===== config.mk =====
export PLATFORM = sky130hd
export DESIGN_NAME = tt_proj_sel_ctrl
export DESIGN_NICKNAME = d
export VERILOG_FILES = /design/src/rtl/tt_proj_sel_ctrl.sv
export SDC_FILE = /design/constraint.sdc
export NUM_CORES = 1
export LEC_CHECK = 0
export CAP_MARGIN = 20
export CORE_AREA = 2 2 102 104
export CTS_BUF_LIST = sky130_fd_sc_hd__clkbuf_16
export DETAILED_ROUTE_END_ITERATION = 6
export DIE_AREA = 0 0 104 106
export GPL_TIMING_DRIVEN = 0
export MAX_ROUTING_LAYER = met4
export PLACE_DENSITY = 0.76
export SLEW_MARGIN = 15
export SYNTH_ARGS = -nofsm -noshare
export SYNTH_HDL_FRONTEND = slang
export SYNTH_SLANG_ARGS = --single-unit

===== constraint.sdc =====
create_clock -name clk -period 2.15 [get_ports clk]
set_clock_uncertainty 0.1 [all_clocks]
set_input_delay 0.43 -clock clk [delete_from_list [all_inputs] [get_ports clk]]
set_output_delay 0.43 -clock clk [all_outputs]
set_load 0.02 [all_outputs]

===== src/rtl/tt_proj_sel_ctrl.sv =====
// Chip-level project selector: pad-driven address counter, one-hot enable, guarded switch, output mux.
// Address events land 3 clk edges after the pad edge; outputs register 1 cycle after ow_all; no backpressure.
module tt_proj_sel_ctrl #(
  parameter int NUM_PROJ     = 6,
  parameter int ADDR_W       = 3,
  parameter int GUARD_CYCLES = 4
) (
  input  logic                   clk,
  input  logic                   rst,
  input  logic                   sel_rst_n,
  input  logic                   sel_inc,
  input  logic                   pad_clk,
  input  logic                   pad_rst_n,
  input  logic [7:0]             pad_ui_in,
  input  logic [7:0]             pad_uio_in,
  input  logic [NUM_PROJ*24-1:0] ow_all,
  output logic [17:0]            iw,
  output logic [NUM_PROJ-1:0]    ena,
  output logic [7:0]             pad_uo_out,
  output logic [7:0]             pad_uio_out,
  output logic [7:0]             pad_uio_oe,
  output logic [ADDR_W-1:0]      cur_addr,
  output logic                   running
);

  typedef enum logic {ST_SWITCH = 1'b0, ST_RUN = 1'b1} state_t;

  localparam logic [7:0] GUARD_INIT = 8'(GUARD_CYCLES);

  state_t              state_q, state_d;
  logic [ADDR_W-1:0]   addr_q, addr_d;
  logic [7:0]          guard_q, guard_d;
  logic                rst_s1, rst_s2;
  logic                inc_s1, inc_s2, inc_s3;
  logic                inc_pulse;
  logic                running_r;
  logic [NUM_PROJ-1:0] ena_d;
  logic [23:0]         sel_ow, ow_d;

  // The clear synchronizer resets to its inactive level so a reset release does not
  // itself look like a pad clear and stretch the first guard window.
  always_ff @(posedge clk) begin
    if (rst) begin
      rst_s1 <= 1'b1;
      rst_s2 <= 1'b1;
      inc_s1 <= 1'b0;
      inc_s2 <= 1'b0;
      inc_s3 <= 1'b0;
    end else begin
      rst_s1 <= sel_rst_n;
      rst_s2 <= rst_s1;
      inc_s1 <= sel_inc;
      inc_s2 <= inc_s1;
      inc_s3 <= inc_s2;
    end
  end

  assign inc_pulse = inc_s2 & ~inc_s3;

  always_ff @(posedge clk) begin
    if (rst) begin
      state_q   <= ST_SWITCH;
      addr_q    <= '0;
      guard_q   <= GUARD_INIT;
      running_r <= 1'b0;
    end else begin
      state_q   <= state_d;
      addr_q    <= addr_d;
      guard_q   <= guard_d;
      running_r <= running;
    end
  end

  always_comb begin
    state_d = state_q;
    addr_d  = addr_q;
    guard_d = guard_q;
    if (!rst_s2) begin
      addr_d  = '0;
      state_d = ST_SWITCH;
      guard_d = GUARD_INIT;
    end else if (inc_pulse) begin
      addr_d  = addr_q + ADDR_W'(1);
      state_d = ST_SWITCH;
      guard_d = GUARD_INIT;
    end else if (state_q == ST_SWITCH) begin
      if (guard_q <= 8'd1) begin
        state_d = ST_RUN;
      end else begin
        guard_d = guard_q - 8'd1;
      end
    end
  end

  // Enable tracks the next state so it rises together with running.
  always_comb begin
    ena_d  = '0;
    sel_ow = '0;
    for (int k = 0; k < NUM_PROJ; k++) begin
      if (state_d == ST_RUN && addr_d == ADDR_W'(k)) begin
        ena_d[k] = 1'b1;
      end
      if (addr_q == ADDR_W'(k)) begin
        sel_ow = ow_all[24*k +: 24];
      end
    end
    // Pads pass data only when both this and the next cycle are RUN, so the first
    // SWITCH cycle already shows zeros and addr_q is stable for the mux.
    ow_d = (state_q == ST_RUN && state_d == ST_RUN) ? sel_ow : 24'h0;
  end

  always_ff @(posedge clk) begin
    if (rst) begin
      ena         <= '0;
      pad_uio_oe  <= 8'h00;
      pad_uio_out <= 8'h00;
      pad_uo_out  <= 8'h00;
    end else begin
      ena         <= ena_d;
      pad_uio_oe  <= ow_d[23:16];
      pad_uio_out <= ow_d[15:8];
      pad_uo_out  <= ow_d[7:0];
    end
  end

  assign running  = (state_q == ST_RUN);
  assign cur_addr = addr_q;
  assign iw       = {pad_uio_in, pad_ui_in, pad_rst_n & running, pad_clk & running_r};

endmodule


==> results of run 1 <==
[how the worst max path moves through the flow]
stage,endpoint,slack [ps],depth (start not counted)
floorplan,pad_uio_oe[0]$_SDFF_PP0_,30,8
CTS,pad_uio_oe[2]$_SDFF_PP0_,10,7
detailed placement,pad_uio_oe[2]$_SDFF_PP0_,-590,8
global placement,pad_uo_out[5]$_SDFF_PP0_,-500,8
finish,iw[0],30,3
global route,iw[0],2,3
[kinds of logic (layout without fill, tap and decap cells)]
family	after synthesis	in the layout	synth area share (%)
DFF	48	48	30.9
xor gates and xnor gates	1	1	0.282
buffers and inverters	54	266	9.02
AOI/OAI and AO/OA	114	114	31.8
muxes	4	4	1.33
adders and majority gates	7	7	2.82
and+or+nand+nor	127	127	23.8
[Yosys cell counts]
cell and n:
nor4bb_1 2, o2111ai_1 1, nor4_4 1, nor4b_1 4
buf_2 11, and3b_1 24, mux2i_1 3, mux2_1 1
or2_1 2, nor2b_1 6, or4_4 1, or4_1 1
dfxtp_1 48, a21oi_1 28, a2111oi_1 2, nand3_2 1
nand2b_1 3, clkbuf_1 18, nand2_1 5, a2111oi_0 3
a31oi_1 3, xnor2_1 1, nor4_1 2, nor2_2 1
a31oi_4 1, o21ai_0 1, a211o_1 2, or2_2 2
ha_1 7, inv_1 8, nand3_1 6, nor2_1 54
a21o_1 25, o21a_1 1, o311a_1 1, and2_1 2
o221ai_1 24, nor3_1 6, buf_4 17, nand3b_1 1
a2111oi_2 20, a211oi_1 2, nand4b_1 1, or3_1 2
[worst max-delay path, cell delays in order]
cell and delay [ps]:
clkdlybuf4s50_1 440, and2_1 110, clkdlybuf4s50_1 600
[where the power goes]
part / switching [µW] / internal (µW)
sequential: 81.3 / 975
clock: 369 / 554
combinational: 506 / 641
total: 957 / 2170
[per-stage QoR]
| step | setup TNS (ps) | power (µW) | hold slack [ps] | util [%] | instances |
|---|---|---|---|---|---|
| after CTS | 0 | 3150 | 324 | 55.3 | 702 |
| after global placement | -6450 | 2180 | 294 | 52.9 | 692 |
| final | 0 | 3130 | 319 | 55.9 | 703 |
| after global routing | 0 | 3290 | 356 | 55.9 | 703 |
| after detailed placement | -7500 | 2210 | 303 | 52.9 | 692 |
| after floorplan | 0 | 1680 | 289 | - | 355 |
[repair_timing]
item / in CTS / in global routing
hold endpoints to repair: 0 / 0
setup endpoints to repair: 25 / 22
resized for setup: 26 / 26
pin swaps: 1 / 3
buffers inserted: 3 / 1
[layout make-up]
| cell class | instances | area share [%] |
|---|---|---|
| clock buffers | 5 | 2.24 |
| plain buffers | 45 | 5.53 |
| repair buffers | 205 | 36.6 |
| inverters | 8 | 0.582 |
| clock inverters | 3 | 0.828 |
| flip-flops and latches | 48 | 17.3 |
| well taps | 136 | 3.04 |
| multi-input cells | 253 | 33.9 |
[flip-flops by register name, indices dropped and copies added, names as in the netlist]
| register | flops |
|---|---|
| cur_addr | 3 |
| ena | 6 |
| guard_q | 8 |
| inc_s1 | 1 |
| inc_s2 | 1 |
| inc_s3 | 1 |
| pad_uio_oe | 8 |
| pad_uio_out | 8 |
| pad_uo_out | 8 |
| rst_s1 | 1 |
| rst_s2 | 1 |
| running | 1 |
| running_r | 1 |
[layer usage]
| metal | up-vias | global-route usage [%] |
|---|---|---|
| li1 | 1735 | - |
| met1 | 1693 | 24.1 |
| met2 | 136 | 40.6 |
| met3 | 22 | 6.32 |
| met4 | 0 | 7.14 |
| met5 | - | - |
==> results.txt, run 1 <==
DP Worst Slack = -587 ps
Vias in the first global route = 3581
Post-place instance area = 5290 µm²
DRT met1 WL = 4900 µm
Leakage Power = 0.00226 µW
Clock sink count = 48
CTS tree = built
Routed Antenna Nets = 0
Pin count of the biggest net entering global routing = 17
WHS Path Cells = 1
Worst R2R Setup Slack = 120 ps
Startpoint types = primary input
YS warnings = 0
DRT Pass-1 Iters = 4
DRT iter0 DRCs = 112
Fin crit share = 98.4%
Input/output buffers = 201
Via Count = 3586
Root buffer cell = clkbuf_16
Initial antenna violation count = 0
Commonest non-fill, non-tap cell in the layout = clkdlybuf4s50_1
Gr usage total = 22.6%
Synth Area per Inst = 8.75 µm²
Die Span Y = 106 µm
FF-to-FF path depth = 8
Crit. Startpoint = pad_clk
Fillers = 900
Most frequent cells in the layout = clkdlybuf4s50_1, nor2_1, dfxtp_1
Worst setup margin = 34.8 ps
DRC Markers = 0
Synthesis-stage register bit count = 48
Dominant cell type by area after synthesis = dfxtp_1
Initial Util = 31.1%
Unrepaired setup endpoints after global routing = no
Area occupied by multi-input gates = 1900 µm²
Final #Nets = 739
Core box area = 10000 µm²
Routed WL per cell = 17.9 µm
Cells after Synth = 355
Worst slew pin tran = 450 ps
Hold_sp = rst_s1$_SDFF_PP1_
I/O pin total = 218
Clock latency on the worst-skew pair = 290 ps
Routed wire length = 12600 µm
Rel. slew slack = 69.8%
Seq/Total Area, Yosys = 30.9%
Cell area after layout = 5590 µm²
Top-area cell type share of the netlist area = 30.9%
Max cap viols = 0
Status = finished clean
Crit Path Class = primary input to output pin
Diodes inserted = 0
Area delta synth->final = 80.1%
DR WL met2 = 6470 µm
Die ar. = 11000 µm²
Hold EP = rst_s2$_SDFF_PP1_
Cts hold-fix bufs = 0
Clk buf depth = 2
Critical path fanouts, max = 1
Setup Viol. Count Final = 0
Final Wtd Congestion = 0.944
HPWL after DPL = 10100 µm
Synth top area cells = dfxtp_1, a2111oi_2, and3b_1
Share of cells above drive strength 1 = 16.0%
Yosys cell types = 44
Synthesized area = 3110 µm²
Critical Path RT = 1620 ps
Clock transition at path regs = 70 ps
Met3 WL = 846 µm
WP data arrival = 1590 ps
Reg area = 965 µm²
Critical R2R Launch = cur_addr[0]$_SDFF_PP0_
Slew Viols, Final = 0
# rows = 37
Mapped Nets = 528
Tmin final = 2120 ps
F_max = 0.473 GHz
Max layer used = met4
# H-tree levels = 2
Global-route wire length before repair = 19200 µm
Via density = 5.10
CTS buffer count = 5
Cell Pwr Density = 559 nW/µm²
Hold Violations, Final = 0
Die width = 104 µm
Hold Crit Class = flip-flop to flip-flop
CP Capture Type = output pin
Reg-to-Reg End = pad_uio_oe[2]$_SDFF_PP0_
GRT Residual Overflow = 0
Peak VDD IR = 0.495 mV
Power figures use the tool's default switching activity.
==> run 2: changes to the inputs <==
--- a/config.mk
+++ b/config.mk
@@ -17,3 +17,4 @@
 export SYNTH_ARGS = -nofsm -noshare
 export SYNTH_HDL_FRONTEND = slang
 export SYNTH_SLANG_ARGS = --single-unit
+export TNS_END_PERCENT = 1
==> results of run 2 <==
No change in the layout: final DEF, timing and power equal those of run 1.
==> patch, RTL diff (config.mk and constraints of run 2) <==
Reset style: asynchronous (`rst`), changed in 3 clocked blocks. Comments in the files are not updated.
--- a/src/rtl/tt_proj_sel_ctrl.sv
+++ b/src/rtl/tt_proj_sel_ctrl.sv
@@ -40,5 +40,5 @@
   // The clear synchronizer resets to its inactive level so a reset release does not
   // itself look like a pad clear and stretch the first guard window.
-  always_ff @(posedge clk) begin
+  always_ff @(posedge clk or posedge rst) begin
     if (rst) begin
       rst_s1 <= 1'b1;
@@ -58,5 +58,5 @@
   assign inc_pulse = inc_s2 & ~inc_s3;
 
-  always_ff @(posedge clk) begin
+  always_ff @(posedge clk or posedge rst) begin
     if (rst) begin
       state_q   <= ST_SWITCH;
@@ -110,5 +110,5 @@
   end
 
-  always_ff @(posedge clk) begin
+  always_ff @(posedge clk or posedge rst) begin
     if (rst) begin
       ena         <= '0;
Formal check against the unedited RTL: differs if rst is asserted again (counterexample within 4 cycles, from zero or initial values and one cycle with rst high); with rst held inactive, the same outputs for 10 cycles.
==> patch against run 2 <==
Synthesized area fell by 1.7%. Largest cell class unchanged. Worst setup slack improved by 0.00056 ns. Count of clock-buffer cells in the layout did not move. Sequential power barely moved. Routed wire length fell by 1.4%. Sequential cell count did not move. Total power rose by 4.4%. Final area rose by 1.6%. Die area did not move. Critical endpoint unchanged.
==> patch: results <==
metrics = {
    "min_path": {
        "min_to": "inc_s2$_DFF_PP0_",
        "min-delay-start": "inc_s1$_DFF_PP0_",
        "whs_path_depth": 0,
    },
    "route": {
        "drt-initial-drc-count": 225,
        "route.met2.wl_um": 6440,
        "dr.pass1.iters": 4,
        "drt-met1-wl_um": 4780,
        "wire_per_inst_um": 18.0,
    },
    "grt": {
        "grt_max_degree": 29,
        "grt_pass1_wl_um": 18800,
        "gr-usage-met3_pct": 4.11,
        "grt_use_met2_pct": 39.8,
        "grt.total_usage_pct": 22.5,
        "grt_pass1_vias": 3621,
        "antenna_found_initial": 0,
        "grtUsageMet1_pct": 26.1,
    },
    "power": {
        "vdd_ir_drop_max_mv": 0.358,
        "p_leak_uw": 0.00233,
        "powerComb_uw": 1290,
        "powerDensity_nw_per_um2": 574,
    },
    "worst_setup_path": {
        "reg2reg_to": "pad_uio_out[7]$_DFF_PP0_",
        "cp_top_family": "buffers and inverters",
        "r2r_slack_ns": 0.05,
    },
    "sta": {
        "fin_hold_ws_ns": 0.249,
        "slew_headroom_pct": 53.9,
    },
    "synthesis": {
        "synthAdderAreaFrac_pct": 2.87,
        "syn_nets": 507,
        "synthMuxAreaShare_pct": 1.31,
        "yosys-top-cells-area": "dfrtp_1 (37%), a221o_1 (7.9%), nor2_1 (7.4%)",
        "synth_top_cells_by_count": "nor2_1 (60), dfrtp_1 (45), nand2b_1 (26), nand3_1 (25)",
        "yosys.area_share.xor_xnor_pct": 1.15,
        "synth_compound_area_share_pct": 22.8,
        "avgSynthCellArea_um2": 9.14,
        "synthDistinctLibCells": 42,
        "yosysSeqAreaShare_pct": 39.5,
        "synthArstFlopShare_pct": 100,
    },
    "final_layout": {
        "nets": 725,
        "fill_cells": 929,
        "stdcell_count": 689,
        "seq_area_um2": 1210,
        "multi_input_cells": 234,
        "flops_and_latches": 48,
        "signal_buffers": 254,
        "drive_above_1_share_pct": 16.5,
        "multi_input_area_share_pct": 29.2,
        "seq_share_pct": 21.3,
        "num-nonclk-inverters": 9,
    },
    "place": {
        "place_ws_ns": -0.467,
        "place.detailed.hpwl_um": 9420,
        "port_buffers": 201,
        "placed_cell_area_um2": 5260,
        "dpl.cell_count": 672,
        "gp_congestion": 0.900,
    },
    "clock_tree": {
        "cts_buffer_depth": 2,
    },
    "outcome": {
        "outcome": "finished, final reports clean",
    },
}
==> patch: cell count changes after synthesis, moves of 19 or more <==
cell	run 2	this run
o221ai_1	24	0
a21o_1	25	0
dfxtp_1	48	0
and3b_1	24	1
dfrtp_1	0	45
nand3_1	6	25
a221o_1	0	24
nand2b_1	3	26
==> patch: how the worst max path moves through the flow <==
stage | start | end | slack [ns] | cells past startpoint
global placement | rst | pad_uio_oe[5]$_DFF_PP0_ | -0.50 | 2
finish | pad_clk | iw[0] | 0.04 | 3
CTS | cur_addr[0]$_DFF_PP0_ | pad_uio_oe[0]$_DFF_PP0_ | 0.002 | 8
global route | inc_s2$_DFF_PP0_ | pad_uo_out[3]$_DFF_PP0_ | -0.06 | 5
floorplan | cur_addr[0]$_DFF_PP0_ | pad_uo_out[2]$_DFF_PP0_ | 0.04 | 7
detailed placement | cur_addr[0]$_DFF_PP0_ | pad_uio_oe[6]$_DFF_PP0_ | -0.47 | 7
